`config.mk`:
```
export PLATFORM = sky130hd
export DESIGN_NAME = fifo_arb_tx_flat
export DESIGN_NICKNAME = d
export VERILOG_FILES = /design/src/rtl/fifo_arb_tx_if.sv /design/src/rtl/fifo_arb_tx.sv /design/src/flat_wrapper.sv
export SDC_FILE = /design/constraint.sdc
export NUM_CORES = 1
export LEC_CHECK = 0
export BUFFER_PORTS_ARGS = -buffer_cell sky130_fd_sc_hd__buf_2
export CORE_MARGIN = 1
export CORE_UTILIZATION = 46
export CTS_CLUSTER_SIZE = 14
export DETAILED_ROUTE_END_ITERATION = 7
export PLACE_DENSITY = 0.8
export SLEW_MARGIN = 0
export SYNTH_ARGS = -nofsm -noshare
export SYNTH_HDL_FRONTEND = slang
export SYNTH_SLANG_ARGS = --single-unit
```
`constraint.sdc`:
```
create_clock -name clk -period 1.7 [get_ports clk]
set_input_delay 0.17 -clock clk [delete_from_list [all_inputs] [get_ports clk]]
set_output_delay 0.17 -clock clk [all_outputs]
set_load 0.005 [all_outputs]
```
`src/rtl/fifo_arb_tx_if.sv`:
```
// Handshake bundle between the TX arbiter, the two client read FIFOs and the host write FIFO.
// master = arbiter side, slave = FIFO/environment side.
interface fifo_arb_tx_if #(
    parameter int DWIDTH = 8
);
    logic              c1_rden;
    logic              c1_rdempty;
    logic [DWIDTH-1:0] c1_rddata;
    logic              c2_rden;
    logic              c2_rdempty;
    logic [DWIDTH-1:0] c2_rddata;
    logic              fifo_wren;
    logic              fifo_wrfull;
    logic [DWIDTH-1:0] fifo_wrdata;
    logic              busy;
    logic [1:0]        gnt;

    modport master (
        output c1_rden, input c1_rdempty, input c1_rddata,
        output c2_rden, input c2_rdempty, input c2_rddata,
        output fifo_wren, input fifo_wrfull, output fifo_wrdata,
        output busy, output gnt
    );

    modport slave (
        input c1_rden, output c1_rdempty, output c1_rddata,
        input c2_rden, output c2_rdempty, output c2_rddata,
        input fifo_wren, output fifo_wrfull, input fifo_wrdata,
        input busy, input gnt
    );
endinterface

```
`src/rtl/fifo_arb_tx.sv`:
```
// Packet-aware round-robin arbiter merging two client TX FIFOs into one host FIFO.
// state | meaning:  IDLE = arbitrate | HDR = header arriving | PAY = payload reads until count exhausted
module fifo_arb_tx #(
    parameter int                DWIDTH    = 8,
    parameter logic [DWIDTH-1:0] SELMASK   = 8'h80,
    parameter int                CNT_LSB   = 4,
    parameter int                CNT_WIDTH = 3,
    parameter bit                TAG_SEL   = 1'b1
) (
    input  logic          clk,
    input  logic          rst,
    fifo_arb_tx_if.master arb
);
    typedef enum logic [1:0] {IDLE, HDR, PAY} state_t;

    state_t                state, state_nxt;
    logic                  skid_valid, skid_valid_nxt;
    logic [DWIDTH-1:0]     skid_data, skid_data_nxt;
    logic                  data_valid;
    logic [CNT_WIDTH-1:0]  rd_left, rd_left_nxt;
    logic                  last_c2, last_c2_nxt;
    logic [1:0]            gnt, gnt_nxt;
    logic                  rden1, rden2, take, pick2;
    logic                  wren;
    logic [DWIDTH-1:0]     wrdata;
    logic                  rd_ok, gnt_empty;
    logic [DWIDTH-1:0]     rx_data, hdr_data, in_data;
    logic [CNT_WIDTH-1:0]  hdr_cnt;

    assign rd_ok     = ~arb.fifo_wrfull & ~skid_valid;
    assign rx_data   = gnt[1] ? arb.c2_rddata : arb.c1_rddata;
    assign gnt_empty = gnt[1] ? arb.c2_rdempty : arb.c1_rdempty;
    assign hdr_cnt   = rx_data[CNT_LSB +: CNT_WIDTH];

    always_comb begin
        hdr_data = rx_data;
        if (TAG_SEL)
            hdr_data = gnt[0] ? (rx_data | SELMASK) : (rx_data & ~SELMASK);
    end

    assign in_data = (state == HDR) ? hdr_data : rx_data;

    // Skid drains first; reads are blocked while it holds a byte, so it never overflows.
    always_comb begin
        wren           = 1'b0;
        wrdata         = '0;
        skid_valid_nxt = skid_valid;
        skid_data_nxt  = skid_data;
        if (skid_valid) begin
            if (!arb.fifo_wrfull) begin
                wren           = 1'b1;
                wrdata         = skid_data;
                skid_valid_nxt = 1'b0;
            end
        end else if (data_valid) begin
            if (!arb.fifo_wrfull) begin
                wren   = 1'b1;
                wrdata = in_data;
            end else begin
                skid_valid_nxt = 1'b1;
                skid_data_nxt  = in_data;
            end
        end
    end

    always_comb begin
        state_nxt   = state;
        rd_left_nxt = rd_left;
        last_c2_nxt = last_c2;
        gnt_nxt     = gnt;
        rden1       = 1'b0;
        rden2       = 1'b0;
        pick2       = 1'b0;
        take        = 1'b0;
        case (state)
            IDLE: begin
                if (rd_ok && (!arb.c1_rdempty || !arb.c2_rdempty)) begin
                    pick2       = !arb.c2_rdempty && (arb.c1_rdempty || !last_c2);
                    rden1       = !pick2;
                    rden2       = pick2;
                    gnt_nxt     = pick2 ? 2'b10 : 2'b01;
                    last_c2_nxt = pick2;
                    state_nxt   = HDR;
                end
            end
            HDR: begin
                if (hdr_cnt == '0) begin
                    state_nxt = IDLE;
                end else begin
                    take        = ~gnt_empty & rd_ok;
                    rd_left_nxt = hdr_cnt - CNT_WIDTH'(take);
                    state_nxt   = PAY;
                end
            end
            PAY: begin
                take        = (rd_left != '0) & ~gnt_empty & rd_ok;
                rd_left_nxt = rd_left - CNT_WIDTH'(take);
                if (rd_left == '0 && !data_valid && !skid_valid)
                    state_nxt = IDLE;
            end
            default: state_nxt = IDLE;
        endcase
        if (state != IDLE) begin
            rden1 = take & gnt[0];
            rden2 = take & gnt[1];
        end
    end

    always_ff @(posedge clk or posedge rst) begin
        if (rst) begin
            state      <= IDLE;
            skid_valid <= 1'b0;
            skid_data  <= '0;
            data_valid <= 1'b0;
            rd_left    <= '0;
            last_c2    <= 1'b1;
            gnt        <= 2'b00;
        end else begin
            state      <= state_nxt;
            skid_valid <= skid_valid_nxt;
            skid_data  <= skid_data_nxt;
            data_valid <= rden1 | rden2;
            rd_left    <= rd_left_nxt;
            last_c2    <= last_c2_nxt;
            gnt        <= gnt_nxt;
        end
    end

    // Strobes are combinational, so they are forced low for the whole reset pulse.
    assign arb.c1_rden     = rden1 & ~rst;
    assign arb.c2_rden     = rden2 & ~rst;
    assign arb.fifo_wren   = wren & ~rst;
    assign arb.fifo_wrdata = rst ? '0 : wrdata;
    assign arb.busy        = (state != IDLE) | skid_valid;
    assign arb.gnt         = gnt;
endmodule

```
`src/flat_wrapper.sv`:
```
// flat-port wrapper written by rule: the top's interface ports become plain ports
module fifo_arb_tx_flat 
#(
    parameter int                DWIDTH    = 8,
    parameter logic [DWIDTH-1:0] SELMASK   = 8'h80,
    parameter int                CNT_LSB   = 4,
    parameter int                CNT_WIDTH = 3,
    parameter bit                TAG_SEL   = 1'b1
)
  (clk, rst, arb_c1_rden, arb_c1_rdempty, arb_c1_rddata, arb_c2_rden, arb_c2_rdempty, arb_c2_rddata, arb_fifo_wren, arb_fifo_wrfull, arb_fifo_wrdata, arb_busy, arb_gnt);
  fifo_arb_tx_if #(.DWIDTH(DWIDTH)) arb_i ();
  input  logic clk;
  input  logic rst;
  output wire logic [$bits(arb_i.c1_rden)-1:0] arb_c1_rden;
  input wire logic [$bits(arb_i.c1_rdempty)-1:0] arb_c1_rdempty;
  input wire logic [$bits(arb_i.c1_rddata)-1:0] arb_c1_rddata;
  output wire logic [$bits(arb_i.c2_rden)-1:0] arb_c2_rden;
  input wire logic [$bits(arb_i.c2_rdempty)-1:0] arb_c2_rdempty;
  input wire logic [$bits(arb_i.c2_rddata)-1:0] arb_c2_rddata;
  output wire logic [$bits(arb_i.fifo_wren)-1:0] arb_fifo_wren;
  input wire logic [$bits(arb_i.fifo_wrfull)-1:0] arb_fifo_wrfull;
  output wire logic [$bits(arb_i.fifo_wrdata)-1:0] arb_fifo_wrdata;
  output wire logic [$bits(arb_i.busy)-1:0] arb_busy;
  output wire logic [$bits(arb_i.gnt)-1:0] arb_gnt;
  assign arb_c1_rden = arb_i.c1_rden;
  assign arb_i.c1_rdempty = arb_c1_rdempty;
  assign arb_i.c1_rddata = arb_c1_rddata;
  assign arb_c2_rden = arb_i.c2_rden;
  assign arb_i.c2_rdempty = arb_c2_rdempty;
  assign arb_i.c2_rddata = arb_c2_rddata;
  assign arb_fifo_wren = arb_i.fifo_wren;
  assign arb_i.fifo_wrfull = arb_fifo_wrfull;
  assign arb_fifo_wrdata = arb_i.fifo_wrdata;
  assign arb_busy = arb_i.busy;
  assign arb_gnt = arb_i.gnt;
  fifo_arb_tx #(.DWIDTH(DWIDTH), .SELMASK(SELMASK), .CNT_LSB(CNT_LSB), .CNT_WIDTH(CNT_WIDTH), .TAG_SEL(TAG_SEL)) u_core (.clk(clk), .rst(rst), .arb(arb_i));
endmodule
```
==> results, run 1 <==
- The number of warnings issued by yosys is 0.
- The die covers 2870 um^2.
- The residual DRC count is 0.
- The highest attainable clock frequency is 0.513 GHz.
- The maximum fanout encountered on the critical timing path is 7.
- The largest clock skew in the final design is 0.00250 ns.
- The clock-pin slew on the worst setup and hold paths is 0.11 ns.
- The core region is 2500 um^2.
- Clock tree synthesis selected as its root buffer the cell sky130_fd_sc_hd__clkbuf_4.
- The I/O pin count is 35.
- The worst setup path is launched from a register.
- The core utilization of the finished layout is 75.1%.
- Setup violations remaining at the end of the flow were counted as 13.
- Summing the sequential cell areas from Yosys gives 36.9% of the chip area.
- The number of detailed-route iterations in the first pass is 4.
- The most area-hungry cell type in the Yosys netlist is sky130_fd_sc_hd__dfrtp_1.
- The count of final max-slew check failures was 0.
- The post-synthesis cell area is 1220 um^2.
- The first global-routing pass estimated 5090 um of wire.
- The number of nets in the synthesized netlist is 167.
- The initial cell density of the core is 48.9%.
- For the worst flop-to-flop path, the logic depth is 7.
- Clock tree synthesis found a total of 18 sinks.
- The most frequent standard cell in the layout excluding fill and tap cells is sky130_fd_sc_hd__buf_2.
- The final wirelength is 3540 um.
- The placer's final routability congestion estimate is 0.814.
- The number of flops mapped to enable cells by yosys is 0.
- The worst setup path is captured at an output port.
- The analysis attributes to cell leakage a power of 0.906 nW.
- The classification of the worst-slack hold path is in2reg.
- Measured against its own limit, the worst slew margin works out to 70.7%.
- Across the VDD grid, the largest voltage drop is 0.993 mV.
- Setup repair after global routing could not meet its margin everywhere.
- The total global routing track utilization is 25.2%.
- Max-cap violations in this run came to 0.
- The area fraction of the dominant cell type after synthesis is 34.8%.
- TritonCTS built the clock tree.
- By area the synthesized netlist is led by sky130_fd_sc_hd__dfrtp_1 35%, sky130_fd_sc_hd__mux2i_1 7.4%, sky130_fd_sc_hd__ha_1 7.2%.
- The synthesized design contains 18 register bits.
- The fraction of registers with async set or reset after synthesis is 100%.
- After detailed routing, the number of vias per cell comes to 5.55.
- In the layout the commonest cells are 34 x sky130_fd_sc_hd__buf_2, 24 x sky130_fd_sc_hd__buf_4, 19 x sky130_fd_sc_hd__nor2_1.
- The vertical extent of the die is 53.6 um.
- TritonCTS created 3 clock buffers.
- The part of the cycle the worst path needs is 115%.
- The total chip power is 2.72 mW.
- For this design the ratio of total power to cell area is 1450 nW/um^2.
- Global routing finished with a remaining overflow of 0.
- A synthesized cell averages 8.80 um^2.
- The detailed router's first-iteration violation count is 34.
- Entering global routing, the biggest net connects 19 pins.
- The cell row count is 18.
- The checks that failed: negative setup slack.
- The number of hold violations in the final report is 0.
- The cell count after synthesis came out at 139.
- Data arrives at the worst endpoint at 1.78 ns.
- The sum of net half-perimeters after detailed placement is 2410 um.
- Counting distinct cell types in the post-synthesis netlist gives 39.
- Across all setup checks in the final design, the least slack found is -0.249 ns.
- The critical setup path kind is reg2out.
- For this block, the via count after detailed routing is 1292.
- Dividing the detail-routed wire length by the instance count gives 15.2 um.
- The cell count of the worst hold path is 2.
- Once detail routing completed, the nets flagged for antenna violations numbered 0.
- The flow ran to the end, but the final reports show violations.
- The source-to-sink clock delay at the later pin of the worst-skew pair is 0.30 ns.
- The area growth from synthesis to layout is 53.4%.
- The count of antenna diodes in the layout is 0.
- For the worst setup path, the data required time is 1.53 ns.
- For the pin with the worst max-slew slack, the measured transition is 0.436 ns.
- The number of antenna violations at the first check in global routing is 0.
- The number of buffers on the longest clock path is 2.
- In the synthesized netlist the dominant register cell turns out to be sky130_fd_sc_hd__dfrtp_1.
- From left edge to right edge, the die measures 53.6 um.
- The layout has 190 filler cells.
- Port buffering added 34 buffers.
- The number of global-route vias before repair came to 1188.
- The post-route netlist has 50.2% of its cells at a drive strength greater than 1.
- The depth of the CTS H-tree is 1.
- The number of nets in the finished design is 232.
- The final period demand of the worst path is 1.95 ns.
## report_power, final
group	internal, mW	switching, mW
clock network	0.131	0.145
logic	0.866	0.790
registers	0.624	0.162
total	1.62	1.10
## critical path, stage by stage, from the launching register on
cell,delay (ns)
sky130_fd_sc_hd__dfrtp_2,0.51
sky130_fd_sc_hd__buf_4,0.17
sky130_fd_sc_hd__nor4_4,0.17
sky130_fd_sc_hd__nor2_2,0.08
sky130_fd_sc_hd__a22oi_2,0.27
sky130_fd_sc_hd__o32ai_2,0.14
sky130_fd_sc_hd__buf_2,0.14
## registers in the layout, summed over array words and instances (netlist names)
name / cells
u_core.rd_left: 3
u_core.state: 2
u_core.skid_valid: 1
u_core.last_c2: 1
u_core.arb.gnt: 2
u_core.skid_data: 8
u_core.data_valid: 1
## per-stage QoR
step | hold slack, ns | instances | setup TNS (ns) | cell area, um^2 | setup WS [ns]
floorplan | 0.116 | 139 | -0.178 | 1240 | -0.108
global placement | 0.268 | 219 | -0.174 | 1590 | -0.104
detailed placement | 0.270 | 219 | -0.355 | 1590 | -0.141
CTS | 0.174 | 232 | -2.39 | 1790 | -0.256
global route | 0.184 | 233 | -3.08 | 1880 | -0.334
finish | 0.182 | 233 | -1.81 | 1880 | -0.249
## cell type report
| class | count | area (um^2) | area share, % |
|---|---|---|---|
| Multi-Input combinational cell | 107 | 887 | 47.3 |
| Inverter | 9 | 33.8 | 1.80 |
| Tap cell | 30 | 37.5 | 2.00 |
| Sequential cell | 18 | 454 | 24.2 |
| Timing Repair Buffer | 65 | 428 | 22.8 |
| Clock buffer | 4 | 36.3 | 1.93 |
## worst paths after layout
kind                                               start                            end  slack [ns]
hold / removal                           arb_fifo_wrfull    u_core.skid_valid$_DFF_PP0_        0.18
min in group asynchronous                            rst    u_core.data_valid$_DFF_PP0_        0.54
setup reg to reg           u_core.arb.gnt[1]$_DFFE_PP0P_  u_core.rd_left[1]$_DFFE_PP0P_       -0.17
hold reg to reg               u_core.last_c2$_DFFE_PP1P_     u_core.last_c2$_DFFE_PP1P_        0.49
setup / recovery           u_core.arb.gnt[1]$_DFFE_PP0P_                    arb_c2_rden       -0.25
max in group asynchronous                            rst     u_core.last_c2$_DFFE_PP1P_        0.90
## repair_timing
item	4_1_cts	5_1_grt
resized for setup	21	18
pin swaps	10	3
gates cloned	0	1
setup endpoints to repair	15	17
setup buffers	8	2
endpoints found under the hold margin	17	0
hold buffers	1	0
## kinds of logic (layout without fill, tap and decap cells)
family | Yosys count | after routing | share of synthesized area (%)
AO/OA/AOI/OAI | 36 | 36 | 19.6
XOR/XNOR | 1 | 1 | 0.716
adder cells (fa/ha/maj) | 7 | 7 | 7.16
buffers and inverters | 15 | 78 | 5.32
flip-flops | 18 | 18 | 36.9
multiplexers | 10 | 10 | 8.28
AND/OR/NAND/NOR | 52 | 53 | 22.0
## cells in the mapped netlist (2+ instances only)
master	count
sky130_fd_sc_hd__mux2i_1	9
sky130_fd_sc_hd__a21oi_1	13
sky130_fd_sc_hd__dfrtp_1	17
sky130_fd_sc_hd__nor2_1	20
sky130_fd_sc_hd__clkbuf_1	3
sky130_fd_sc_hd__nand2_1	16
sky130_fd_sc_hd__buf_4	2
sky130_fd_sc_hd__a32o_1	2
sky130_fd_sc_hd__o21ai_0	9
sky130_fd_sc_hd__o31ai_1	2
sky130_fd_sc_hd__or3_1	3
sky130_fd_sc_hd__ha_1	7
sky130_fd_sc_hd__inv_1	9
sky130_fd_sc_hd__a211oi_1	2
## metal layers
metal	vias to the layer above	wire length (um)	global-route usage, %
li1	616	-	-
met1	625	1400	28.6
met2	41	1860	44.8
met3	10	181	4.80
met4	0	95	12.3
met5	-	0	0
Power figures use the tool's default switching activity.
==> run 2: changes to the inputs <==
RECOVER_POWER = 100   (was default)
==> run 2 against run 1 <==
Largest power group unchanged. Fmax decreased by 0.17%. The flow still finishes with violations (negative setup slack). Critical path depth did not move. Clock skew barely moved. Core utilization decreased by 0.60 points. Worst setup slack worse by 0.0033 ns. Cell count unchanged. Global-route usage is the same. Clock power hardly changed. Sequential power about the same.
==> results, run 2 (synthesis gave the netlist of run 1 again) <==
- The run finished, with violations left.
- The checks that failed: negative setup slack.
- For this run the aggregate overflow at the end of global routing stands at 0.
- The number of vias in the routed layout is 1300.
- In this run the number of H-tree levels came out at 1.
- The type of origin of the critical path is a register.
- After detailed routing, the average wire length per cell comes to 15.2 um.
- The largest voltage drop on the vdd net is 0.988 mV.
- Entering global routing, the biggest net connects 19 pins.
- Setup violations remaining at the end of the flow were counted as 13.
- The top cell types in the final layout, fill and taps aside, are 33 x sky130_fd_sc_hd__buf_2, 20 x sky130_fd_sc_hd__buf_4, 19 x sky130_fd_sc_hd__nor2_1.
- After filler insertion, the fill cell instance count of the layout stands at 193.
- Measured along the y axis, the die boundary spans 53.6 um.
- Clock latency on the worst-skew pair, taken at its later pin, is 0.30 ns.
- The width of the chip is 53.6 um.
- The critical path contains buffers and inverters numbering 2 combined.
- The floorplan step defined a die boundary enclosing 2870 um^2.
- The stage delay of the slowest cell on the critical path is 0.51 ns.
- The CTS buffer count is 3.
- The standard cell core area is 2500 um^2.
- Along the worst path, the maximum fanout reaches 7.
- Once detail routing completed, the nets flagged for antenna violations numbered 0.
- The wire length on met3 is 174 um.
- The proportion of layout cells with a drive suffix above 1 is 48.3%.
- Dividing total power by cell area gives a power density of 1450 nW/um^2.
- The number of antenna violations at the first check in global routing is 0.
- Setup slack on the worst reg-to-reg path comes out at -0.17 ns.
- After detailed routing, the number of vias per cell comes to 5.58.
- The root buffer cell chosen for the clock tree is sky130_fd_sc_hd__clkbuf_4.
- The clock net in this run drives a total of 18 sinks.
- The final instance area is 1860 um^2.
- The transition time of the tightest slew-check pin is 1.03 ns.
- The sum of net half-perimeters after detailed placement is 2410 um.
- Walking the worst path, the cells encountered are buf_4, nor4_4, nor2_2, a22oi_2, o32ai_2, buf_2.
- Clock-pin slew was measured on the worst setup and hold paths at 0.11 ns.
- For this run, the detailed router's first-pass iteration total came to 4.
- The post-placement cell area is 1590 um^2.
- The number of hold violations in the final report is 0.
- Setup repair after global routing could not meet its margin everywhere.
- The final wirelength is 3550 um.
- Detailed routing placed a total of 1870 um of wire on met2.
- The CTS tree is done.
- The count of antenna diodes in the layout is 0.
- The highest attainable clock frequency is 0.512 GHz.
- The I/O pin count is 35.
- STA classifies the critical path endpoint as an output port.
- Between clock sinks in the finished design, the worst skew comes to 0.00256 ns.
- After floorplanning, the core was divided into 18 placement rows.
- The residual DRC count is 0.
- The critical setup path kind is reg2out.
- For this configuration, the core starts out at a cell density of 48.9%.
- The count of final max-slew check failures is 0.
- The path class of the tightest hold or removal check is in2reg.
- Counting along the longest clock path gives a buffer depth of 2.
- The cell count of the worst hold path is 2.
- After the first detailed-routing iteration, the DRC count stood at 29.
- Across the run, the number of max-cap violations was 0.
- The largest registers in the layout are u_core.skid_data x8, u_core.rd_left x3.
- Measured in cells, the most critical reg-to-reg path has a length of 7.
- Counting buffers and inverters, the worst setup path is 6 cells deep.
- The number of flip-flops under the largest register name is 8.
- The first global-routing pass estimated 5090 um of wire.
- The total of buffers placed on input and output ports is 34.
- Among all stages on the critical path, the largest delay is contributed by sky130_fd_sc_hd__dfrtp_2.
- The worst slew margin relative to its limit is 31.2%.
- The area growth from synthesis to layout is 52.1%.
- The number of nets in the finished design is 232.
- The number of global-route vias before repair is 1188.
- Leaving out fill and tap cells, the most frequent cell in the layout is sky130_fd_sc_hd__buf_2.
- For this design the static power due to leakage is 0.893 nW.
- The critical path's top delay family is flip-flops.
- u_core.skid_data holds more flip-flops than any other register.
- The setup slack of the critical path after layout is -0.252 ns.
- The final period demand of the worst path is 1.95 ns.
- The placer's final routability congestion estimate is 0.814.
- Routed signal wires occupy layers up through met4.
- Of the available clock period, the critical path in the final layout requires 115%.
- For the worst setup path, the data arrival time is 1.78 ns.
- The detailed router put a total of 1390 um of wire on met1.
- The total chip power is 2.71 mW.
- Global routing used 25.2% of the available tracks.
- The required time at the endpoint of the critical path is 1.53 ns.
-- run 2: changes by cell type in the layout (fill, tap and decap cells not counted), sizes merged --
cell / previous run / this run
clkbuf: 4 / 9
buf: 64 / 59
-- run 2: timing repair --
action	4_1_cts	5_1_grt
pin swaps	10	3
setup endpoints to repair	15	17
cloned	0	1
resized for setup	21	18
setup buffers	8	2
hold endpoints to repair	17	0
hold buffers	1	0
-- run 2: stage by stage --
stage | utilization, % | hold slack, ns | setup slack (ns) | cells | TNS (ns)
floorplan | - | 0.116 | -0.108 | 139 | -0.178
global placement | 63.5 | 0.268 | -0.104 | 219 | -0.174
detailed placement | 63.5 | 0.270 | -0.141 | 219 | -0.355
CTS | 71.5 | 0.174 | -0.256 | 232 | -2.39
global route | 74.5 | 0.184 | -0.334 | 233 | -3.26
finish | 74.5 | 0.183 | -0.252 | 233 | -1.84
-- run 2: report_power, final --
group	switching (mW)	leakage [nW]	internal (mW)
logic	0.791	0.656	0.852
registers	0.161	0.216	0.624
clock network	0.146	0.0210	0.131
-- run 2: area by class of cell --
| class | instances | area, um^2 | share of cell area [%] |
|---|---|---|---|
| Multi-Input combinational cell | 107 | 887 | 47.6 |
| Tap cell | 30 | 37.5 | 2.02 |
| Sequential cell | 18 | 454 | 24.4 |
| Clock buffer | 4 | 36.3 | 1.95 |
| Timing Repair Buffer | 65 | 413 | 22.2 |
| Inverter | 9 | 33.8 | 1.81 |
-- run 2: worst paths after layout --
kind / end / from
min: u_core.skid_valid$_DFF_PP0_ / arb_fifo_wrfull
max: arb_c2_rden / u_core.arb.gnt[1]$_DFFE_PP0P_
min in group asynchronous: u_core.data_valid$_DFF_PP0_ / rst
max in group asynchronous: u_core.skid_valid$_DFF_PP0_ / rst
max reg2reg: u_core.rd_left[1]$_DFFE_PP0P_ / u_core.arb.gnt[1]$_DFFE_PP0P_
min reg2reg: u_core.last_c2$_DFFE_PP1P_ / u_core.last_c2$_DFFE_PP1P_
-- run 2: per-layer routing --
metal	up-vias	GRT usage, %
li1	621	-
met2	41	44.8
met3	14	4.80
met1	624	28.6
met5	-	0
met4	0	12.3
